--- src/rtl/params.svh ---
`ifndef PARAMS_SVH
`define PARAMS_SVH
`define DW 32
`define BUFFER_ALLOC 4
`endif

--- src/rtl/cast_ctrl_pkg.sv ---
// cast_ctrl_pkg: shared types for the cast network control blocks.
package cast_ctrl_pkg;
  typedef enum logic [1:0] {INIT = 2'd0, RUN = 2'd1, DRAIN = 2'd2} cast_sched_state_t;
endpackage

--- src/rtl/credit_counter.sv ---
// credit_counter: one destination's credit count, saturating at CREDIT_MAX with overflow report.
module credit_counter #(
  parameter int CREDIT_MAX = 4,
  parameter int CW         = $clog2(CREDIT_MAX + 1)
) (
  input  logic          clk,
  input  logic          rstn,
  input  logic          load,
  input  logic          dec,
  input  logic          inc,
  output logic [CW-1:0] cnt,
  output logic          nonzero,
  output logic          full,
  output logic          ovf
);
  localparam logic [CW-1:0] MAX = CW'(CREDIT_MAX);
  logic [CW-1:0] cnt_q, cnt_d;
  assign cnt     = cnt_q;
  assign nonzero = cnt_q != '0;
  assign full    = cnt_q == MAX;
  // a lone return into a full counter is a protocol error: hold and report
  assign ovf     = ~load & inc & ~dec & full;
  always_comb cnt_d = load ? MAX : ovf ? cnt_q : cnt_q - CW'(dec) + CW'(inc);
  always_ff @(posedge clk or negedge rstn)
    if (!rstn) cnt_q <= MAX;
    else       cnt_q <= cnt_d;
endmodule

--- src/rtl/cast_credit_scheduler.sv ---
// cast_credit_scheduler: credit-gated one-entry injection stage with drain/reload reconfiguration.
`include "params.svh"
module cast_credit_scheduler
  import cast_ctrl_pkg::*;
#(
  parameter int NUM_DST    = 4,
  parameter int CREDIT_MAX = `BUFFER_ALLOC,
  parameter int CW         = $clog2(CREDIT_MAX + 1)
) (
  input  logic               clk,
  input  logic               rstn,
  input  logic [NUM_DST-1:0] dst_mask_i,
  input  logic               cfg_load_i,
  input  logic               valid_i,
  input  logic [`DW-1:0]     data_i,
  output logic               ready_o,
  output logic               valid_o,
  output logic [`DW-1:0]     data_o,
  input  logic               ready_i,
  input  logic [NUM_DST-1:0] credit_upd_i,
  output logic               busy_o,
  output logic               overflow_o
);
  cast_sched_state_t  state_q, state_d;
  logic [NUM_DST-1:0] mask_q, nz, full, ovf;
  logic [CW-1:0]      cnt [NUM_DST];
  logic               valid_q, ovf_q, load, accept, all_ok, all_full;
  logic [`DW-1:0]     data_q;

  assign load     = state_q == INIT;
  assign all_ok   = &(~mask_q | nz);
  assign all_full = &(~mask_q | full);
  assign ready_o  = (state_q == RUN) & (~valid_q | ready_i) & all_ok;
  assign accept   = valid_i & ready_o;
  assign valid_o  = valid_q;
  assign data_o   = data_q;
  assign busy_o   = state_q != RUN;
  assign overflow_o = ovf_q;

  for (genvar g = 0; g < NUM_DST; g++) begin : g_cnt
    credit_counter #(.CREDIT_MAX(CREDIT_MAX), .CW(CW)) u_cnt (
      .clk(clk), .rstn(rstn), .load(load),
      .dec(accept & mask_q[g]), .inc(credit_upd_i[g] & mask_q[g]),
      .cnt(cnt[g]), .nonzero(nz[g]), .full(full[g]), .ovf(ovf[g])
    );
    a_cnt_range: assert property (@(posedge clk) disable iff (!rstn) cnt[g] <= CW'(CREDIT_MAX));
  end

  always_comb
    state_d = (state_q == INIT) ? RUN :
              (state_q == RUN && cfg_load_i) ? DRAIN :
              (state_q == DRAIN && !valid_q && all_full) ? INIT : state_q;

  always_ff @(posedge clk or negedge rstn)
    if (!rstn) begin
      state_q <= INIT;
      mask_q  <= '0;
      valid_q <= 1'b0;
      data_q  <= '0;
      ovf_q   <= 1'b0;
    end else begin
      state_q <= state_d;
      if (load) mask_q <= dst_mask_i;
      valid_q <= accept | (valid_q & ~ready_i);
      if (accept) data_q <= data_i;
      ovf_q   <= ovf_q | (|ovf);
    end
endmodule

--- config.mk ---
export PLATFORM = sky130hd
export DESIGN_NAME = cast_credit_scheduler
export DESIGN_NICKNAME = d
export VERILOG_FILES = /design/src/rtl/cast_ctrl_pkg.sv /design/src/rtl/credit_counter.sv /design/src/rtl/cast_credit_scheduler.sv
export VERILOG_INCLUDE_DIRS = /design/src /design/src/rtl
export SDC_FILE = /design/constraint.sdc
export NUM_CORES = 1
export LEC_CHECK = 0
export BUFFER_PORTS_ARGS = -buffer_cell sky130_fd_sc_hd__buf_4
export CAP_MARGIN = 20
export CORE_AREA = 5 5 74 110
export DETAILED_ROUTE_END_ITERATION = 8
export DIE_AREA = 0 0 79 115
export PLACE_DENSITY = 0.59
export SETUP_SLACK_MARGIN = 0.15
export SYNTH_ARGS = -nofsm -noshare
export SYNTH_HDL_FRONTEND = slang
export SYNTH_HIERARCHICAL = 1
export SYNTH_SLANG_ARGS = --single-unit
--- constraint.sdc ---
create_clock -name clk -period 4.6 [get_ports clk]
set_input_delay 0.46 -clock clk [delete_from_list [all_inputs] [get_ports clk]]
set_output_delay 0.46 -clock clk [all_outputs]
set_load 0.1 [all_outputs]
After elaboration in Yosys (flattened, before gate mapping)
Index checks and enable logic that the tools add are counted.
{ "word_totals": {"reg_bits": 52, "latchBits": 0, "ram_bits": 0, "mem_bits_ro": 0, "input_bits": 45, "output_inout_bits": 36, "wordCells": 89, "mem_count": 0} }
{ "op_classes": {"n_addsub": 8, "mul": 0, "div": 0, "order_cmp": 0, "eq_ne": 11, "n_shift": 0, "muxes": 11, "bitwise": 37, "n_reduce_logical": 13} }
{ "ops": {"columns": ["cell", "n"], "rows": [
  ["1-bit bitwise AND", 24],
  ["3-bit two-way mux", 8],
  ["3-bit nonzero test", 5],
  ["3-bit by 1-bit adder with 3-bit output", 4],
  ["3-bit equality test (second input constant)", 4],
  ["3-bit by 1-bit subtractor with 3-bit output", 4],
  ["4-bit OR", 2],
  ["4-bit AND reduction", 2],
  ["1-bit NOT", 7],
  ["2-bit two-way mux", 3],
  ["2-bit != test (second input constant)", 3],
  ["2-bit by 1-bit != test with 1-bit output (second input constant)", 2],
  ["4-bit NOT", 1],
  ["4-bit OR reduction", 1],
  ["1-bit logical AND", 3],
  ["1-bit OR", 3],
  ["2-bit by 1-bit equality test with 1-bit output (second input constant)", 1],
  ["2-bit equality test (second input constant)", 1],
  ["2-bit zero test", 1],
  ["1-bit zero test", 1]
]} }

Longest topological paths before layout
{ "logic_depth": {"word_depth": 11, "ltp_mapped": 14} }

Cells and area by module
The synthesis kept the hierarchy.
{ "modules_own_cells": {"columns": ["module", "instances", "cells_each", "area_per_inst_um2", "seq_area_each_um2"], "rows": [
  ["cast_credit_scheduler", 1, 111, 1742.9, 1001.0],
  ["credit_counter", 4, 20, 221.5, 76.3]
]} }

Worst setup path before layout
OpenSTA, ideal clock, no wires.
{ "synth_path": {"kind": "register -> register", "startpoint": "register valid_q, in the netlist valid_o", "endpoint": "register g_cnt[0].u_cnt.cnt_q[1]", "setup_ns": 0.119, "t_arrival_ns": 2.979, "required_time_ns": 4.481, "setup_slack_ns": 1.502, "stages_incl_launch_ff": 14, "path_buffers": 2, "period_less_slack_ns": 3.098, "cell_sequence": "dfrtp_1 -> nor2b_1 -> nor4_2 -> and3_1 -> buf_6 -> buf_6 -> and2_1 -> ha_1 -> inv_1 -> ha_1 -> inv_1 -> fa_1 -> nor2_1 -> o21a_1"} }
{ "synth_via": {"elab_chain_cells": 10, "elab_cells_between_ends": 14, "cone_classes": "2 x add/sub; 1 x eq/ne; 2 x mux; 9 x bitwise"} }
{ "synth_rtl": {"columns": ["element", "line_no", "text"], "rows": [
  ["start: declaration", "cast_credit_scheduler.sv:27", "logic valid_q, ovf_q, load, accept, all_ok, all_full;"],
  ["start signal: assignment", "cast_credit_scheduler.sv:64", "valid_q <= accept | (valid_q & ~ready_i);"],
  ["1-bit NOT (*)", "cast_credit_scheduler.sv:33", "assign ready_o = (state_q == RUN) & (~valid_q | ready_i) & all_ok;"],
  ["1-bit OR (*)", "cast_credit_scheduler.sv:33", null],
  ["1-bit bitwise AND (*) (2 in series)", "cast_credit_scheduler.sv:33", null],
  ["1-bit bitwise AND (*)", "cast_credit_scheduler.sv:34", "assign accept = valid_i & ready_o;"],
  ["1-bit bitwise AND (*)", "cast_credit_scheduler.sv:43", ".dec(accept & mask_q[g]), .inc(credit_upd_i[g] & mask_q[g]),"],
  ["3-bit by 1-bit subtractor with 3-bit output / 1-bit NOT (equally long branches)", "credit_counter.sv:23, credit_counter.sv:22", null],
  ["3-bit by 1-bit adder with 3-bit output / 1-bit bitwise AND (equally long branches)", "credit_counter.sv:23, credit_counter.sv:22", null],
  ["3-bit two-way mux / 1-bit bitwise AND (equally long branches)", "credit_counter.sv:23, credit_counter.sv:22", null],
  ["3-bit two-way mux / 2-bit by 1-bit != test with 1-bit output (equally long branches)", null, null],
  ["end signal: assignment", "credit_counter.sv:26", "else cnt_q <= cnt_d;"],
  ["end: declaration", "credit_counter.sv:17", "logic [CW-1:0] cnt_q, cnt_d;"]
]} }
Every way passes the cells marked *; elsewhere a longest branch is shown, timed or not. The select of a mux whose other input is x is not followed.
A chain may end at the register's enable or synchronous reset.

Worst setup path after layout
{ "layout_path": {"startpoint": "register g_cnt[1].u_cnt.cnt_q[1]", "endpoint": "register g_cnt[1].u_cnt.cnt_q[2]"} }
{ "layout_via": {"elab_chain_cells": 10, "elab_cells_between_ends": 15, "cone_classes": "2 x add/sub; 2 x eq/ne; 2 x mux; 7 x bitwise; 2 x reduce/logical"} }
{ "layout_rtl": {"columns": ["element", "line_no", "text"], "rows": [
  ["start: declaration", "credit_counter.sv:17", null],
  ["start signal: assignment", "credit_counter.sv:26", null],
  ["3-bit nonzero test (*)", "credit_counter.sv:19", "assign nonzero = cnt_q != '0;"],
  ["named net nz[1]", "cast_credit_scheduler.sv:25", "logic [NUM_DST-1:0] mask_q, nz, full, ovf;"],
  ["4-bit OR (*)", "cast_credit_scheduler.sv:31", "assign all_ok = &(~mask_q | nz);"],
  ["4-bit AND reduction (*)", "cast_credit_scheduler.sv:31", null],
  ["1-bit bitwise AND (*)", "cast_credit_scheduler.sv:33", null],
  ["1-bit bitwise AND (*)", "cast_credit_scheduler.sv:34", null],
  ["1-bit bitwise AND (*)", "cast_credit_scheduler.sv:43", null],
  ["3-bit by 1-bit subtractor with 3-bit output / 1-bit NOT (equally long branches)", "credit_counter.sv:23, credit_counter.sv:22", null],
  ["3-bit by 1-bit adder with 3-bit output / 1-bit bitwise AND (equally long branches)", "credit_counter.sv:23, credit_counter.sv:22", null],
  ["3-bit two-way mux / 1-bit bitwise AND (equally long branches)", "credit_counter.sv:23, credit_counter.sv:22", null],
  ["3-bit two-way mux / 2-bit != test (equally long branches)", null, null]
]} }
Mark *: on every way through the listed nets, which the timed path passes. The rest lies on a longest branch. The select of a mux whose other input is x is not followed.

==> PnR_summary.wiki <==
{| class="wikitable"
! Metric !! Value
|-
| Result of the run || finished, final reports clean
|-
| Max-slew violations || 0
|-
| Netlist area before placement || 0.00263 mm^2
|-
| Number of antenna violations at the first check in global routing || 0
|-
| Fraction of final layout cells with drive strength greater than 1 || 49.8%
|-
| Vias in the first global route || 1937
|-
| Path category of the worst min-delay check || primary input to asynchronous set/reset pin
|-
| Wire length reported by the detailed router || 5.36 mm
|-
| Number of sinks handled by clock tree synthesis || 52
|-
| TritonCTS clock tree || yes
|-
| Number of levels in the clock H-tree || 2
|-
| Critical path endpoint category || register
|-
| Register cell area after layout || 0.00131 mm^2
|-
| Placed wire-length estimate || 4.02 mm
|-
| Time the worst path needs with I/O delays and setup || 2.84 ns
|-
| Number of register bits inferred by synthesis || 52
|-
| Cell taking the most area after synthesis || dfrtp_1
|-
| Global route total overflow || 0
|-
| Core Footprint || 0.00708 mm^2
|-
| Final weighted congestion of routability-driven global placement || 0.717
|-
| Insertion delay of the later-clocked pin in the worst-skew pair || 0.31 ns
|-
| Layout overhead on the synthesized area || 28.4%
|-
| Maximum number of pins on one net before global-route repair || 53
|-
| Max clock buf depth || 2
|-
| Net total in the final layout || 333
|-
| Utilization after layout || 47.7%
|-
| Number of CTS-inserted buffers || 5
|-
| Top cells by area in the synthesized netlist || dfrtp_1 46%, mux2_4 11%, mux2_2 5.1%
|-
| Syn avg cell area || 13.8 um^2
|-
| Cell row count || 38
|-
| Count of max-cap constraint violations || 0
|-
| Count of hold-fix buffers inserted at cts || 0
|-
| Data required time of the worst path || 4.83 ns
|-
| CTS clock-pin slew for the worst setup and hold paths || 0.09 ns
|-
| Cell leakage power || 0.00183 uW
|-
| Most used standard cells in the synthesized netlist || 48 x dfrtp_1, 23 x inv_1, 20 x mux2_4
|-
| Post-CTS Repair Setup Buffers || 0
|-
| Synth warn || 6
|-
| Total area of multi-input combinational cells || 0.00117 mm^2
|-
| Setup repair after global routing missed its margin || false
|-
| Sequential area share after synthesis || 49.7%
|-
| Starting DRT DRC Count || 49
|-
| Remaining DRCs || 0
|-
| Clock root buffer || clkbuf_8
|-
| Chip width || 79 um
|-
| Number of distinct library cells after synthesis || 29
|-
| Most common cell in the synthesized netlist || dfrtp_1
|-
| Proportion of netlist area held by the largest area contributor || 45.7%
|-
| Fillers || 663
|-
| Die footprint || 0.00909 mm^2
|-
| Mapped Nets || 248
|-
| Critical path arrival || 3.07 ns
|-
| Fraction of the cycle the final worst path needs || 61.7%
|-
| Number of antenna cells inserted || 0
|-
| Antenna-violating nets left || 0
|-
| Post_cts resized || 0
|-
| Via density per instance || 4.80
|-
| Most used flip-flop cell after synthesis || dfrtp_1
|-
| Total track usage || 13.0%
|-
| Final setup fails || 0
|-
| Number of synthesized flops with an enable pin || 0
|-
| Setup crit start kind || register
|-
| Per-cell routed wire length || 15.0 um
|-
| Total power consumption of the routed design || 761 uW
|-
| Boundary pin count || 81
|-
| Final hold vios || 0
|-
| Number of buffers inserted by port buffering || 80
|-
| Largest clock skew in the final design || 0.0118 ns
|-
| Max_slew headroom || 57.1%
|-
| First-pass GRT wire length || 9.32 mm
|-
| Largest voltage drop on the vdd net || 0.173 mV
|-
| Highest net fanout along the worst path || 5
|-
| Worst Tran Pin Value || 0.643 ns
|-
| Post-synthesis async set-or-reset flop share || 100%
|-
| Total power divided by cell area || 225 mW/mm^2
|-
| First-pass iteration count of the detailed router || 4
|-
| Height of the die || 115 um
|-
| Cells after synthesis || 191
|-
| Upper clock frequency limit || 352 MHz
|-
| Starting density of the core || 37.1%
|-
| Critical path class || register to register
|-
| Via Count || 1712
|-
| Setup tns final || 0 ns
|}
## path summary, 6_finish.rpt
kind / startpoint / end / slack [ns] / cells after the start
setup reg to reg: g_cnt[1].u_cnt/cnt[1]$_DFFE_PN0P_ / g_cnt[1].u_cnt/cnt[2]$_DFFE_PN1P_ / 1.76 / 12
max in group asynchronous: rstn / data_o[26]$_DFFE_PN0P_ / 3.99 / 1
hold reg to reg: overflow_o$_DFF_PN0_ / overflow_o$_DFF_PN0_ / 0.49 / 2
min in group clk: data_i[29] / data_o[29]$_DFFE_PN0P_ / 0.36 / 2
setup / recovery: g_cnt[1].u_cnt/cnt[1]$_DFFE_PN0P_ / g_cnt[1].u_cnt/cnt[2]$_DFFE_PN1P_ / 1.76 / 12
hold / removal: rstn / data_o[23]$_DFFE_PN0P_ / 0.17 / 1
## critical path, stage by stage, from the launching register on
cell	delay, ns
dfrtp_1	0.44
or3_2	0.48
nor2b_1	0.16
nor4_2	0.07
and3_2	0.25
and2_1	0.18
ha_1	0.29
inv_1	0.06
ha_1	0.14
inv_1	0.05
fa_1	0.37
xnor3_1	0.20
o211ai_1	0.09
## placed cells by master (no fill, tap or decap)
cell type	netlist	final
xnor3_1	4	4
nor3_1	5	5
mux2_4	20	20
and2_1	9	9
dfstp_2	4	4
clkbuf_8	0	6
o211a_1	4	4
nor2b_1	4	4
mux2_1	5	5
o41ai_1	1	1
mux2_2	12	12
o21a_1	4	4
clkinv_2	0	2
nand2b_1	5	5
o211ai_1	4	4
nor4_2	1	1
or2_2	1	1
and3_2	0	1
or3b_4	4	4
nand2_1	3	3
dfrtp_1	48	48
ha_1	8	8
inv_1	23	23
fa_1	4	4
o221ai_1	1	1
buf_4	0	82
nand2b_4	1	1
or3_2	4	4
nor2_1	6	6
a2bb2oi_1	1	1
## report_power, final
group / leakage [uW] / total (uW) / switching, uW / internal [uW]
logic: 0.00107 / 37.2 / 13.4 / 23.7
clock network: 0.0000510 / 267 / 146 / 120
registers: 0.000703 / 457 / 0 / 457
total: 0.00183 / 761 / 160 / 601
## cells by family after synthesis
| logic type | count (synthesis) | synth area share (%) |
|---|---|---|
| flops | 52 | 49.7 |
| simple gates | 44 | 10.9 |
| mux | 37 | 18.7 |
| buf+inv | 27 | 5.66 |
| compound gates | 15 | 4.81 |
| fa+ha+maj | 12 | 6.85 |
| xor+xnor | 4 | 3.43 |
## flip-flops by register name (all words and copies together) (netlist names)
| name | flops |
|---|---|
| g_cnt.u_cnt/cnt | 12 |
| overflow_o | 1 |
| valid_o | 1 |
| mask_q | 4 |
| state_q | 2 |
| data_o | 32 |
## per-layer routing
metal	track usage, %	wire (um)
met5	0	0
met4	4.82	86
met3	5.33	506
met2	20.3	2490
met1	16.3	2270
## stage by stage
step	worst slack, ns	cells	area [um^2]	hold slack [ns]
6_report	1.76	357	3380	0.170
5_1_grt	1.56	357	3380	0.224
4_1_cts	1.71	357	3380	0.194
3_5_place_dp	1.72	349	3280	0.459
3_3_place_gp	1.80	349	3280	0.450
2_1_floorplan	1.50	191	2630	0.164
## final cells by class
class	count	share of cell area, %
Sequential cell	52	38.7
Clock inverter	2	0.297
Tap cell	80	2.97
Clock buffer	6	2.45
Timing Repair Buffer	82	18.2
Inverter	23	2.56
Multi-Input combinational cell	112	34.8
No activity file was read; power rests on OpenSTA's default activity.
